$ cat src/rtl/mem_waitstate_ctrl_pkg.sv
// Shared types and wait tables for the bus wait-state controller.
// Also provides MEM_SIZE_* encodings when the core defines are absent.
`ifndef MEM_SIZE_BYTE
`define MEM_SIZE_BYTE 2'b00
`endif
`ifndef MEM_SIZE_HALF
`define MEM_SIZE_HALF 2'b01
`endif
`ifndef MEM_SIZE_WORD
`define MEM_SIZE_WORD 2'b10
`endif

package mem_waitstate_ctrl_pkg;

  typedef enum logic [3:0] {
    RGN_BIOS,
    RGN_EWRAM,
    RGN_IWRAM,
    RGN_IO,
    RGN_PAL,
    RGN_VRAM,
    RGN_OAM,
    RGN_WS0,
    RGN_WS1,
    RGN_WS2,
    RGN_SRAM,
    RGN_UNMAPPED
  } region_e;

  localparam int WC_SRAM_N = 0;
  localparam int WC_WS0_N  = 2;
  localparam int WC_WS0_S  = 4;
  localparam int WC_WS1_N  = 5;
  localparam int WC_WS1_S  = 7;
  localparam int WC_WS2_N  = 8;
  localparam int WC_WS2_S  = 10;

  function automatic logic [3:0] n_waits(
    input logic [1:0] code
  );
    logic [3:0] w;
    unique case (code)
      2'd0:    w = 4'd4;
      2'd1:    w = 4'd3;
      2'd2:    w = 4'd2;
      default: w = 4'd8;
    endcase
    return w;
  endfunction

  function automatic logic [3:0] s_waits(
    input region_e    rgn,
    input logic       fast
  );
    logic [3:0] w;
    w = 4'd1;
    if (!fast) begin
      unique case (rgn)
        RGN_WS0: w = 4'd2;
        RGN_WS1: w = 4'd4;
        default: w = 4'd8;
      endcase
    end
    return w;
  endfunction

  function automatic logic [2:0] size_bytes(
    input logic [1:0] size
  );
    logic [2:0] b;
    unique case (size)
      `MEM_SIZE_BYTE: b = 3'd1;
      `MEM_SIZE_HALF: b = 3'd2;
      default:        b = 3'd4;
    endcase
    return b;
  endfunction

  function automatic logic is_ws(
    input region_e rgn
  );
    return (rgn == RGN_WS0) ||
           (rgn == RGN_WS1) ||
           (rgn == RGN_WS2);
  endfunction

endpackage

$ cat src/rtl/mem_waitstate_ctrl_ws_decode.sv
// Region decode plus WAITCNT-driven N/S wait lookup.
// Purely combinational; sequential choice is made by the caller.
module ws_decode
  import mem_waitstate_ctrl_pkg::*;
#(
  parameter int EWRAM_WAIT = 2
) (
  input  logic [31:0] addr,
  input  logic [15:0] waitcnt,
  output logic [3:0]  region,
  output logic [3:0]  n_wait,
  output logic [3:0]  s_wait
);

  region_e rgn;
  logic    unused_bits;

  assign unused_bits = ^{addr[23:0], waitcnt[15:11]};
  assign region = rgn;

  always_comb begin
    rgn = RGN_UNMAPPED;
    if (addr[31:28] == 4'h0) begin
      unique case (addr[27:24])
        4'h0:    rgn = RGN_BIOS;
        4'h1:    rgn = RGN_UNMAPPED;
        4'h2:    rgn = RGN_EWRAM;
        4'h3:    rgn = RGN_IWRAM;
        4'h4:    rgn = RGN_IO;
        4'h5:    rgn = RGN_PAL;
        4'h6:    rgn = RGN_VRAM;
        4'h7:    rgn = RGN_OAM;
        4'h8:    rgn = RGN_WS0;
        4'h9:    rgn = RGN_WS0;
        4'hA:    rgn = RGN_WS1;
        4'hB:    rgn = RGN_WS1;
        4'hC:    rgn = RGN_WS2;
        4'hD:    rgn = RGN_WS2;
        default: rgn = RGN_SRAM;
      endcase
    end
  end

  always_comb begin
    n_wait = 4'd0;
    s_wait = 4'd0;
    unique case (rgn)
      RGN_EWRAM: begin
        n_wait = 4'(EWRAM_WAIT);
        s_wait = 4'(EWRAM_WAIT);
      end
      RGN_WS0: begin
        n_wait = n_waits(waitcnt[WC_WS0_N +: 2]);
        s_wait = s_waits(RGN_WS0, waitcnt[WC_WS0_S]);
      end
      RGN_WS1: begin
        n_wait = n_waits(waitcnt[WC_WS1_N +: 2]);
        s_wait = s_waits(RGN_WS1, waitcnt[WC_WS1_S]);
      end
      RGN_WS2: begin
        n_wait = n_waits(waitcnt[WC_WS2_N +: 2]);
        s_wait = s_waits(RGN_WS2, waitcnt[WC_WS2_S]);
      end
      RGN_SRAM: begin
        n_wait = n_waits(waitcnt[WC_SRAM_N +: 2]);
        s_wait = n_wait;
      end
      default: begin
        n_wait = 4'd0;
        s_wait = 4'd0;
      end
    endcase
  end

endmodule

$ cat src/rtl/mem_waitstate_ctrl.sv
// Bus wait-state controller: region decode, GBA WAITCNT ROM timing, PAUSE.
// Define ROM_WRITE_ABORT_EN to flag BIOS/ROM writes on abort.
module mem_waitstate_ctrl
  import mem_waitstate_ctrl_pkg::*;
#(
  parameter int          EWRAM_WAIT   = 2,
  parameter logic [31:0] WAITCNT_ADDR = 32'h0400_0204
) (
  input  logic        clk,
  input  logic        rst_n,
  input  logic [31:0] addr,
  input  logic [1:0]  size,
  input  logic        write,
  input  logic [31:0] wdata,
  output logic        pause,
  output logic        abort,
  output logic        seq,
  output logic [15:0] waitcnt
);

  logic [3:0]  cnt;
  logic        acc;
  logic [3:0]  rgn_raw;
  region_e     rgn;
  logic [3:0]  n_wait;
  logic [3:0]  s_wait;
  logic [3:0]  w;
  logic        is_seq;
  logic [31:0] next_addr;
  logic        prev_vld;
  logic [31:0] prev_addr;
  logic [1:0]  prev_size;
  region_e     prev_rgn;
  logic        wc_sel;
  logic [1:0]  arm_d;
  logic [1:0]  wc_arm;
  logic        unused_wdata;

  assign unused_wdata = ^wdata[31:15];

  assign acc   = (cnt == 4'd0);
  assign pause = !acc;

  ws_decode #(
    .EWRAM_WAIT(EWRAM_WAIT)
  ) u_ws_decode (
    .addr    (addr),
    .waitcnt (waitcnt),
    .region  (rgn_raw),
    .n_wait  (n_wait),
    .s_wait  (s_wait)
  );

  assign rgn = region_e'(rgn_raw);

  // a 128 KiB boundary always restarts the ROM burst
  assign next_addr = prev_addr + {29'd0, size_bytes(prev_size)};
  assign is_seq = prev_vld &&
                  is_ws(rgn) &&
                  (rgn == prev_rgn) &&
                  (addr == next_addr) &&
                  (addr[16:0] != 17'd0);
  assign w = is_seq ? s_wait : n_wait;

  assign wc_sel = (addr[31:2] == WAITCNT_ADDR[31:2]);

  always_comb begin
    arm_d = 2'b00;
    if (acc && write && wc_sel) begin
      unique case (1'b1)
        (size == `MEM_SIZE_BYTE) &&
        (addr[1:0] == 2'd0): arm_d = 2'b01;
        (size == `MEM_SIZE_BYTE) &&
        (addr[1:0] == 2'd1): arm_d = 2'b10;
        (size != `MEM_SIZE_BYTE) &&
        (addr[1:0] == 2'd0): arm_d = 2'b11;
        default:             arm_d = 2'b00;
      endcase
    end
  end

  always_ff @(posedge clk or negedge rst_n) begin
    if (!rst_n) begin
      cnt       <= 4'd0;
      seq       <= 1'b0;
      prev_vld  <= 1'b0;
      prev_addr <= 32'd0;
      prev_size <= 2'd0;
      prev_rgn  <= RGN_UNMAPPED;
      wc_arm    <= 2'b00;
      waitcnt   <= 16'h0000;
    end else begin
      wc_arm <= arm_d;
      if (wc_arm[0]) waitcnt[7:0]  <= wdata[7:0];
      if (wc_arm[1]) waitcnt[15:8] <= {1'b0, wdata[14:8]};
      if (acc) begin
        cnt       <= w;
        seq       <= is_seq;
        prev_vld  <= 1'b1;
        prev_addr <= addr;
        prev_size <= size;
        prev_rgn  <= rgn;
      end else begin
        cnt <= cnt - 4'd1;
      end
    end
  end

`ifdef ROM_WRITE_ABORT_EN
  always_ff @(posedge clk or negedge rst_n) begin
    if (!rst_n) begin
      abort <= 1'b0;
    end else begin
      abort <= acc && write &&
               ((rgn == RGN_BIOS) || is_ws(rgn));
    end
  end
`else
  assign abort = 1'b0;
`endif

endmodule

$ cat config.mk
export PLATFORM = sky130hd
export DESIGN_NAME = mem_waitstate_ctrl
export DESIGN_NICKNAME = d
export VERILOG_FILES = /design/src/rtl/mem_waitstate_ctrl_pkg.sv /design/src/rtl/mem_waitstate_ctrl_ws_decode.sv /design/src/rtl/mem_waitstate_ctrl.sv
export SDC_FILE = /design/constraint.sdc
export NUM_CORES = 1
export LEC_CHECK = 0
export CAP_MARGIN = 20
export CORE_MARGIN = 2
export CORE_UTILIZATION = 45
export CTS_BUF_LIST = sky130_fd_sc_hd__clkbuf_8
export DETAILED_ROUTE_END_ITERATION = 10
export GPL_ROUTABILITY_DRIVEN = 0
export HOLD_SLACK_MARGIN = 0.06
export PLACE_DENSITY = 0.71
export SLEW_MARGIN = 20
export SYNTH_ARGS = -nofsm -noshare
export SYNTH_HDL_FRONTEND = slang
export SYNTH_SLANG_ARGS = --single-unit
$ cat constraint.sdc
create_clock -name clk -period 3.7 [get_ports clk]
set_input_delay 0.37 -clock clk [delete_from_list [all_inputs] [get_ports clk]]
set_output_delay 0.37 -clock clk [all_outputs]
set_load 0.05 [all_outputs]
=== Word-level counts from Yosys, hierarchy flattened ===
Memories as Yosys holds them, arrays and structs flattened.
Cells that the tools add are included.

* Register bits after elaboration: 61
* Bits in latches: 0
* RAM bits: 0
* Bits in read-only memories: 64
* Logic and storage cells: 68
* Memories kept: 1

{| class="wikitable"
|+ Memory list
! name !! words !! bits a word !! rd ports !! clocked after memory_dff !! wr ports !! line !! RTL
|-
| (name not given) || 16 || 4 || 1 || 0 || 0 || mem_waitstate_ctrl_ws_decode.sv:24 || <nowiki>unique case (addr[27:24])</nowiki>
|}

* Add/subtract/negate cells: 2
* Multipliers: 0
* Div/mod/pow operators: 0
* Order comparisons: 0
* Equality and inequality tests: 18
* Shift-type cells: 0
* Multiplexer cells: 15
* Bitwise logic cells: 0
* Reduce and logical (&&, ||, !) cells: 23

{| class="wikitable"
|+ Operators with widths
! operator !! count
|-
| one-hot mux 4 bit (3 select lines) || 4
|-
| one-hot mux 4 bit (5 select lines) || 2
|-
| adder 32 x 3 -> 32 bit || 1
|-
| equality test 32 bit || 1
|-
| equality test 30 x 25 -> 1 bit (second input constant) || 1
|-
| nonzero test 17 bit || 1
|-
| two-way mux 4 bit || 4
|-
| zero test 2 bit || 7
|-
| equality test 2 x 1 -> 1 bit (second input constant) || 6
|-
| equality test 4 bit (second input constant) || 3
|-
| logical AND 1 bit || 9
|-
| equality test 2 bit (second input constant) || 4
|-
| zero test 4 bit || 2
|-
| one-hot mux 2 bit (3 select lines) || 1
|-
| one-hot mux 3 bit (2 select lines) || 1
|-
| equality test 4 x 1 -> 1 bit (second input constant) || 1
|-
| equality test 4 x 3 -> 1 bit (second input constant) || 1
|-
| equality test 4 bit || 1
|-
| two-way mux 2 bit || 2
|-
| subtractor 4 x 1 -> 4 bit (second input constant) || 1
|-
| two-way mux 3 bit || 1
|-
| logical OR 1 bit || 2
|-
| nonzero test 2 bit || 1
|-
| zero test 1 bit || 1
|}

=== Longest topological paths before layout ===
Gate-level depths: netlist of the first run.

* Depth in word-level cells: 11
* Mapped depth: 13

=== Cells and area by module ===
From an unflattened synthesis of the first run, not the netlist that was laid out.

* Cells, all modules: 549
* Area, all modules: 4674.5 sq um

{| class="wikitable"
|+ Modules (own cells, without submodules)
! module !! instances !! cells each !! area each (sq um)
|-
| mem_waitstate_ctrl || 1 || 471 || 4047.6
|-
| ws_decode || 1 || 78 || 626.9
|}

=== Least setup slack after synthesis of the first run ===
No wires, ideal clock.

* Path type: reg2reg
* Start: register prev_size[1]
* End: register cnt[2]
* Arrival time: 3314 ps
* Required time: 3559 ps
* Setup slack: 245 ps
* Cell stages (with the launch flop): 13
* Path buffers: 0
* Period minus slack after synthesis: 3455 ps
* Cells stage by stage: dfrtp_1 > nor2_1 > ha_1 > fa_1 > a21oi_1 > nor4_1 > a2111o_1 > a2111oi_2 > nand4_1 > a2111o_4 > nor3_4 > mux2i_1 > o221ai_2

* Longest elaborated chain between the ends: 8
* Elaborated cells between the ends (all ways): 9

{| class="wikitable"
|+ RTL lines
! element !! line !! RTL
|-
| start, declared || mem_waitstate_ctrl.sv:32 || <nowiki>logic [1:0] prev_size;</nowiki>
|-
| start signal, assigned || mem_waitstate_ctrl.sv:101 || <nowiki>prev_size <= size;</nowiki>
|-
| equality test 2 x 1 -> 1 bit or zero test 2 bit (tied branches) || mem_waitstate_ctrl_pkg.sv:71 || <nowiki>unique case (size)</nowiki>
|-
| one-hot mux 3 bit (2 select lines) (*) || mem_waitstate_ctrl_pkg.sv:71 ||
|-
| adder 32 x 3 -> 32 bit (*) || mem_waitstate_ctrl.sv:57 || <nowiki>assign next_addr = prev_addr + {29'd0, size_bytes(prev_size)};</nowiki>
|-
| equality test 32 bit (*) || mem_waitstate_ctrl.sv:61 || <nowiki>(addr == next_addr) &&</nowiki>
|-
| logical AND 1 bit (*) || mem_waitstate_ctrl.sv:60 || <nowiki>(rgn == prev_rgn) &&</nowiki>
|-
| logical AND 1 bit (*) || mem_waitstate_ctrl.sv:61 ||
|-
| two-way mux 4 bit (*) || mem_waitstate_ctrl.sv:63 || <nowiki>assign w = is_seq ? s_wait : n_wait;</nowiki>
|-
| two-way mux 4 bit (*) || mem_waitstate_ctrl.sv:96 || <nowiki>if (acc) begin</nowiki>
|-
| end signal, assigned || mem_waitstate_ctrl.sv:97 || <nowiki>cnt <= w;</nowiki>
|-
| end signal, assigned || mem_waitstate_ctrl.sv:104 || <nowiki>cnt <= cnt - 4'd1;</nowiki>
|-
| end, declared || mem_waitstate_ctrl.sv:21 || <nowiki>logic [3:0] cnt;</nowiki>
|}

Mark *: on every way between the ends. The rest lies on a longest branch, timed or not.
A chain may end at the register's enable or synchronous reset.

=== Final worst setup path of the first run ===
* Start: register prev_size[1]
* End: register cnt[0]

Same word-level chain as after synthesis.

==> reports/results.md, run 1 <==
| Metric | Value |
| --- | --- |
| Outcome | finished clean |
| Total Nets Final | 698 |
| Post-place setup slack | 6.40 ps |
| Endpoint of the lowest-slack register-to-register path | cnt[0]$_DFF_PN0_ |
| Drt total wl | 11.4 mm |
| Via count normalized by instance count | 5.41 |
| Number of endpoints with negative hold slack in the final report | 0 |
| Longest Clk Path Bufs | 2 |
| Maximum clock skew at final layout | 10.4 ps |
| Core area | 9640 sq um |
| CP endpoint kind | flop |
| Global-route wire length before repair | 19.0 mm |
| Cell Area, Synth | 4420 sq um |
| Gate Count Post-Synth | 517 |
| Share of the cycle needed by the critical path after routing | 96.8% |
| Worst skew pair latency | 360 ps |
| First-iteration detailed-routing DRC count | 145 |
| Flip-flop and latch count after synthesis | 61 |
| Launch point of the critical path | prev_size[1]$_DFFE_PN0N_ |
| Global-route track usage on met2 | 40.8% |
| Path type of the worst setup path | reg -> reg |
| # fillers | 908 |
| Hold path start | prev_vld$_DFFE_PN0N_ |
| Hold EP | prev_vld$_DFFE_PN0N_ |
| Post-placement cell area | 5380 sq um |
| HPWL after detailed placement | 8.58 mm |
| Post-layout power | 3.23 mW |
| CP max FO | 7 |
| Clock transition time at the flip-flop clock pins of the worst setup and hold paths | 70 ps |
| Count of buffers from port buffering | 68 |
| Worst relative slew slack | 61.3% |
| Final setup vio count | 0 |
| Async set-reset flop share out of synthesis | 100% |
| Power density relative to cell area | 576 nW/um^2 |
| Via count of the first global-routing pass | 4,044 |
| Number of cell instances on the worst register-to-register path | 12 |
| Site Rows | 36 |
| Data arrival, critical path | 3820 ps |
| Avg WL per Cell | 15.4 microns |
| Starting utilization of the core area | 45.8% |
| CTS tree | built |
| Leak pwr | 2.50 nW |
| Number of warnings printed during yosys synthesis | 0 |
| Syn Area/Cell | 8.55 sq um |
| DR vias | 4,025 |
| GR Util All Layers | 23.3% |
| Router iterations before antenna repair | 4 |
| Die width | 103 microns |
| Final routed DRC violation total | 0 |
| Proportion of layout cells with a drive suffix above 1 | 12.6% |
| Library cells used by synthesis | 75 |
| Most common cell after layout, fill and taps aside | nand2_1 |
| Worst flop-to-flop path startpoint | prev_size[1]$_DFFE_PN0N_ |
| Fraction of met1 tracks used by global routing | 28.5% |
| Synth-to-Final Area Change | 27.0% |
| Top flip-flop cell by instance count after synthesis | dfrtp_1 |
| Startpoint type of the worst setup path | flop |
| Antenna violations before repair | 0 |
| Max-slew violation count | 0 |
| Maximum capacitance violations | 0 |
| Class of the tightest hold or removal check | reg -> reg |
| Largest voltage drop on the vdd net | 0.218 mV |
| Number of antenna cells inserted | 0 |
| Fin util | 58.2% |
| Detail Route Antenna Nets | 0 |
| Most utilized layer in the global route result | met2 |
| Flop2flop setup slack | 120 ps |
| Number of clock buffers inserted by TritonCTS | 9 |
| Clock period minus final worst setup slack | 3580 ps |
| Commonest cells after routing, fill and taps aside | nand2_1 (137), clkdlybuf4s50_1 (66), dfrtp_1 (58) |
| Number of sinks driven by the clock tree | 61 |
| GR met3 Demand/Resource | 5.08% |
| Grt total ovfl | 0 |
| Largest net degree at the start of global routing | 42 |
| Timing-limited maximum frequency | 279 MHz |
| Share of synthesized area occupied by flip-flops and latches | 34.6% |
| Post-layout worst setup margin | 119 ps |
| Die height | 103 microns |
| Number of levels in the clock H-tree | 3 |
| Worst EP required | 3940 ps |
| Cell chosen for the clock root | clkbuf_8 |
| Final Instance Area | 5610 sq um |
| Number of ports placed on the die boundary | 88 |
| Number of instances on the worst hold path | 1 |
| EDFF count, synth | 0 |
| Die area | 10,600 sq um |
| Slew of the pin with the lowest slew margin | 576 ps |
==> where the power goes <==
part	leakage, nW	switching (mW)	internal [mW]
registers	0.727	0.281	0.901
logic	1.67	0.847	0.682
clock network	0.101	0.271	0.249
==> per-layer routing <==
metal  wire length (microns)  vias to the layer above
met5                       0                        -
met4                     188                        0
met3                     631                       20
met2                    5630                      108
met1                    4980                     1912
li1                        -                     1985
==> repair_timing <==
action | in CTS | in global routing
endpoints found under the hold margin | 0 | 31
hold buffers | 0 | 1
pin swaps | 0 | 1
gates resized for setup | 1 | 11
endpoints found under the setup margin | 1 | 5
setup buffers | 0 | 0
==> cells in the mapped netlist (8+ instances only) <==
cell      instances  area (sq um)
xor2_1           13           114
nor4_1           11          68.8
nor2_1           17          63.8
dfrtp_1          58          1450
nand3_1          15          75.1
o21ai_0          25           125
a21oi_1           8          40.0
nor2b_1           8          50.1
inv_1            15          56.3
and3_1            9          56.3
ha_1             22           275
clkbuf_1         11          41.3
nand4_1          10          62.6
xnor2_1          30           263
nand2_1         137           514
==> worst max-delay path, stage by stage, from the launching register on <==
cell and delay [ps]:
dfrtp_1 380, buf_4 140, ha_1 400, a21oi_4 110, nor4_4 530, nand4_1 150
a21boi_0 240, o22ai_1 140, or4_4 590, buf_4 180, o31a_1 290, o211ai_1 190
nand3_1 90
==> logic make-up (layout without fill, tap and decap cells) <==
group | Yosys count | in the layout | share of synthesized area, %
compound gates | 80 | 80 | 13.3
simple gates | 260 | 260 | 29.7
buf+inv | 34 | 127 | 3.20
mux | 14 | 14 | 3.37
fa+ha+maj | 23 | 23 | 6.68
flops | 61 | 61 | 34.6
xor+xnor | 44 | 44 | 9.06
other cells | 1 | 2 | 0.0849
==> registers in the layout (all words and copies together), names as in the netlist <==
name       count
prev_addr     32
waitcnt       15
cnt            4
prev_rgn       4
prev_size      2
wc_arm         2
prev_vld       1
seq            1
==> layout make-up <==
class,instances,area [sq um],area share (%)
clock buffers,10,138,2.45
clock inverters,6,25.0,0.446
inverters,16,60.1,1.07
multi-input cells,423,2810,50.1
flip-flops and latches,61,1530,27.3
well taps,133,166,2.97
repair buffers,95,881,15.7
==> worst max path at each step <==
stage	to	slack (ps)	cells past startpoint
floorplan	cnt[2]$_DFF_PN0_	250	12
global placement	cnt[0]$_DFF_PN0_	60	13
detailed placement	cnt[0]$_DFF_PN0_	6	13
CTS	cnt[0]$_DFF_PN0_	20	13
global route	cnt[0]$_DFF_PN0_	-70	13
finish	cnt[0]$_DFF_PN0_	120	12
==> stage by stage <==
stage / std cells / hold slack (ps) / TNS (ps)
6_report: 744 / 475 / 0
5_1_grt: 744 / 500 / -172
4_1_cts: 743 / 217 / 0
3_5_place_dp: 727 / 455 / 0
3_3_place_gp: 727 / 449 / 0
2_1_floorplan: 518 / 74.4 / 0
Power figures use the tool's default switching activity.
==> run 2: changes to the inputs <==
--- a/config.mk
+++ b/config.mk
@@ -6,13 +6,15 @@
 export NUM_CORES = 1
 export LEC_CHECK = 0
 export CAP_MARGIN = 20
+export CELL_PAD_IN_SITES_DETAIL_PLACEMENT = 0
+export CELL_PAD_IN_SITES_GLOBAL_PLACEMENT = 1
 export CORE_MARGIN = 2
-export CORE_UTILIZATION = 45
+export CORE_UTILIZATION = 36
 export CTS_BUF_LIST = sky130_fd_sc_hd__clkbuf_8
 export DETAILED_ROUTE_END_ITERATION = 10
 export GPL_ROUTABILITY_DRIVEN = 0
 export HOLD_SLACK_MARGIN = 0.06
-export PLACE_DENSITY = 0.71
+export PLACE_DENSITY = 0.76
 export SLEW_MARGIN = 20
 export SYNTH_ARGS = -nofsm -noshare
 export SYNTH_HDL_FRONTEND = slang
==> run 2 against run 1 <==
Effect of this change:
- first-iteration DRC count increased by 24%
- critical path type unchanged
- cell count increased by 2.8%
- highest routed layer unchanged
- largest cell class unchanged
- critical endpoint is now cnt[2]$_DFF_PN0_
- sequential cell count unchanged
- combinational power increased by 3%
- die area increased by 24%
==> reports/results.md, run 2 (same netlist as run 1, synthesis figures left out) <==
| Metric | Value |
| --- | --- |
| Global-route track usage on met2 | 30.8% |
| HPWL after detailed placement | 8.81 mm |
| Clock transition time at the flip-flop clock pins of the worst setup and hold paths | 70 ps |
| Leak pwr | 2.54 nW |
| Site Rows | 40 |
| Post-Route Setup TNS | 0 ps |
| Startpoint type of the worst setup path | flop |
| CP endpoint kind | flop |
| Slew of the pin with the lowest slew margin | 788 ps |
| Worst EP required | 3920 ps |
| Timing-limited maximum frequency | 281 MHz |
| Starting utilization of the core area | 36.8% |
| Synth-to-Final Area Change | 30.2% |
| Longest Clk Path Bufs | 2 |
| Proportion of layout cells with a drive suffix above 1 | 15.2% |
| Worst Hold Slack | 91.4 ps |
| Number of levels in the clock H-tree | 3 |
| Router iterations before antenna repair | 4 |
| Global-route wire length before repair | 20.1 mm |
| Largest net degree at the start of global routing | 33 |
| Power density relative to cell area | 602 nW/um^2 |
| Most utilized layer in the global route result | met2 |
| Number of ports placed on the die boundary | 88 |
| CTS tree | built |
| Outcome | finished clean |
| DR vias | 4,027 |
| Avg WL per Cell | 15.8 microns |
| Largest voltage drop on the vdd net | 0.226 mV |
| Max-slew violation count | 0 |
| Detail Route Antenna Nets | 0 |
| Worst skew pair latency | 360 ps |
| Cell chosen for the clock root | clkbuf_8 |
| Path type of the worst setup path | reg -> reg |
| Maximum capacitance violations | 0 |
| CP max FO | 4 |
| Die width | 115 microns |
| Max FFs per register | 32 |
| Registers with the most flip-flops | prev_addr: 32 flops, waitcnt: 15 flops |
| Final routed DRC violation total | 0 |
| Clock period minus final worst setup slack | 3560 ps |
| Share of the cycle needed by the critical path after routing | 96.3% |
| RSZ-0062 raised after global routing | no |
| Number of sinks driven by the clock tree | 61 |
| Drt total wl | 12.1 mm |
| Core area | 12,000 sq um |
| Final setup vio count | 0 |
| GR Util All Layers | 19.3% |
| First-iteration detailed-routing DRC count | 180 |
| Hold bufs inserted after CTS | 0 |
| Maximum clock skew at final layout | 10.8 ps |
| Class of the tightest hold or removal check | in -> async |
| Number of endpoints with negative hold slack in the final report | 0 |
| Grt total ovfl | 0 |
| Fraction of met1 tracks used by global routing | 26.0% |
| Die area | 13,200 sq um |
| Data arrival, critical path | 3790 ps |
| Number of antenna cells inserted | 0 |
| GR met3 Demand/Resource | 4.96% |
| Most common cell after layout, fill and taps aside | nand2_1 |
| Antenna violations before repair | 0 |
| Count of buffers from port buffering | 68 |
| Number of clock buffers inserted by TritonCTS | 9 |
| Via count of the first global-routing pass | 3,982 |
| Via count normalized by instance count | 5.26 |
| Register name with the most flops | prev_addr |
| Commonest cells after routing, fill and taps aside | nand2_1 (137), clkdlybuf4s50_1 (66), dfrtp_1 (57) |
| Worst relative slew slack | 47.4% |
| Die height | 115 microns |
| Total Nets Final | 705 |
run 2: cell types whose count changed in the layout (fill, tap and decap cells not counted), moves of 2 or more:
cell,delta
buf_4,+7
inv_1,-3
bufinv_16,+2
ha_1,-2
run 2: final cells by class:
| class | count | area (sq um) |
|---|---|---|
| well taps | 147 | 184 |
| flip-flops and latches | 61 | 1530 |
| inverters | 16 | 60.1 |
| repair buffers | 102 | 928 |
| clock inverters | 5 | 73.8 |
| clock buffers | 11 | 151 |
| multi-input cells | 423 | 2830 |
| fillers | 1210 | 6260 |
run 2: power breakdown:
part,internal (mW),leakage [nW],switching (mW),total [mW]
Combinational,0.730,1.70,0.838,1.57
Sequential,0.902,0.726,0.302,1.20
Clock,0.412,0.121,0.282,0.694
run 2: metal layers:
metal,vias up,wire (microns)
li1,1994,-
met4,0,211
met1,1925,5520
met2,90,5620
met5,-,0
met3,18,719
run 2: through the flow:
step	instances	total power, mW	area [sq um]	util [%]	worst slack (ps)
2_1_floorplan	518	2.23	4420	-	245
3_3_place_gp	747	2.66	5440	45.3	51.0
3_5_place_dp	747	2.70	5440	45.3	-8.81
4_1_cts	763	3.41	5660	47.1	13.4
5_1_grt	765	3.76	5750	47.9	3.61
6_report	765	3.47	5750	47.9	138
run 2: critical path, cell delays in order (launching register included):
cell and delay (ps):
dfrtp_1 400, nor2b_4 140, ha_1 320, a211oi_2 120, nor4_4 360, buf_4 200
nand3_4 80, xnor2_2 170, or4_1 490, a2111o_4 480, nor3_4 280, mux2i_2 280
o221ai_2 130
run 2: what timing repair did:
action / CTS / global route
cloned: 0 / 0
hold endpoints to repair: 0 / 0
setup buffers: 0 / 3
setup endpoints to repair: 1 / 5
pin swaps: 1 / 11
resized for setup: 0 / 18
run 2: final timing paths:
kind / from / end / slack [ps] / cells after the start
min in group clk: prev_vld$_DFFE_PN0N_ / prev_vld$_DFFE_PN0N_ / 480 / 1
hold reg to reg: prev_vld$_DFFE_PN0N_ / prev_vld$_DFFE_PN0N_ / 480 / 1
max in group asynchronous: rst_n / prev_rgn[1]$_DFFE_PN1N_ / 2650 / 2
hold / removal: rst_n / prev_addr[19]$_DFFE_PN0N_ / 90 / 1
setup reg to reg: prev_size[0]$_DFFE_PN0N_ / cnt[2]$_DFF_PN0_ / 140 / 12
setup / recovery: prev_size[0]$_DFFE_PN0N_ / cnt[2]$_DFF_PN0_ / 140 / 12
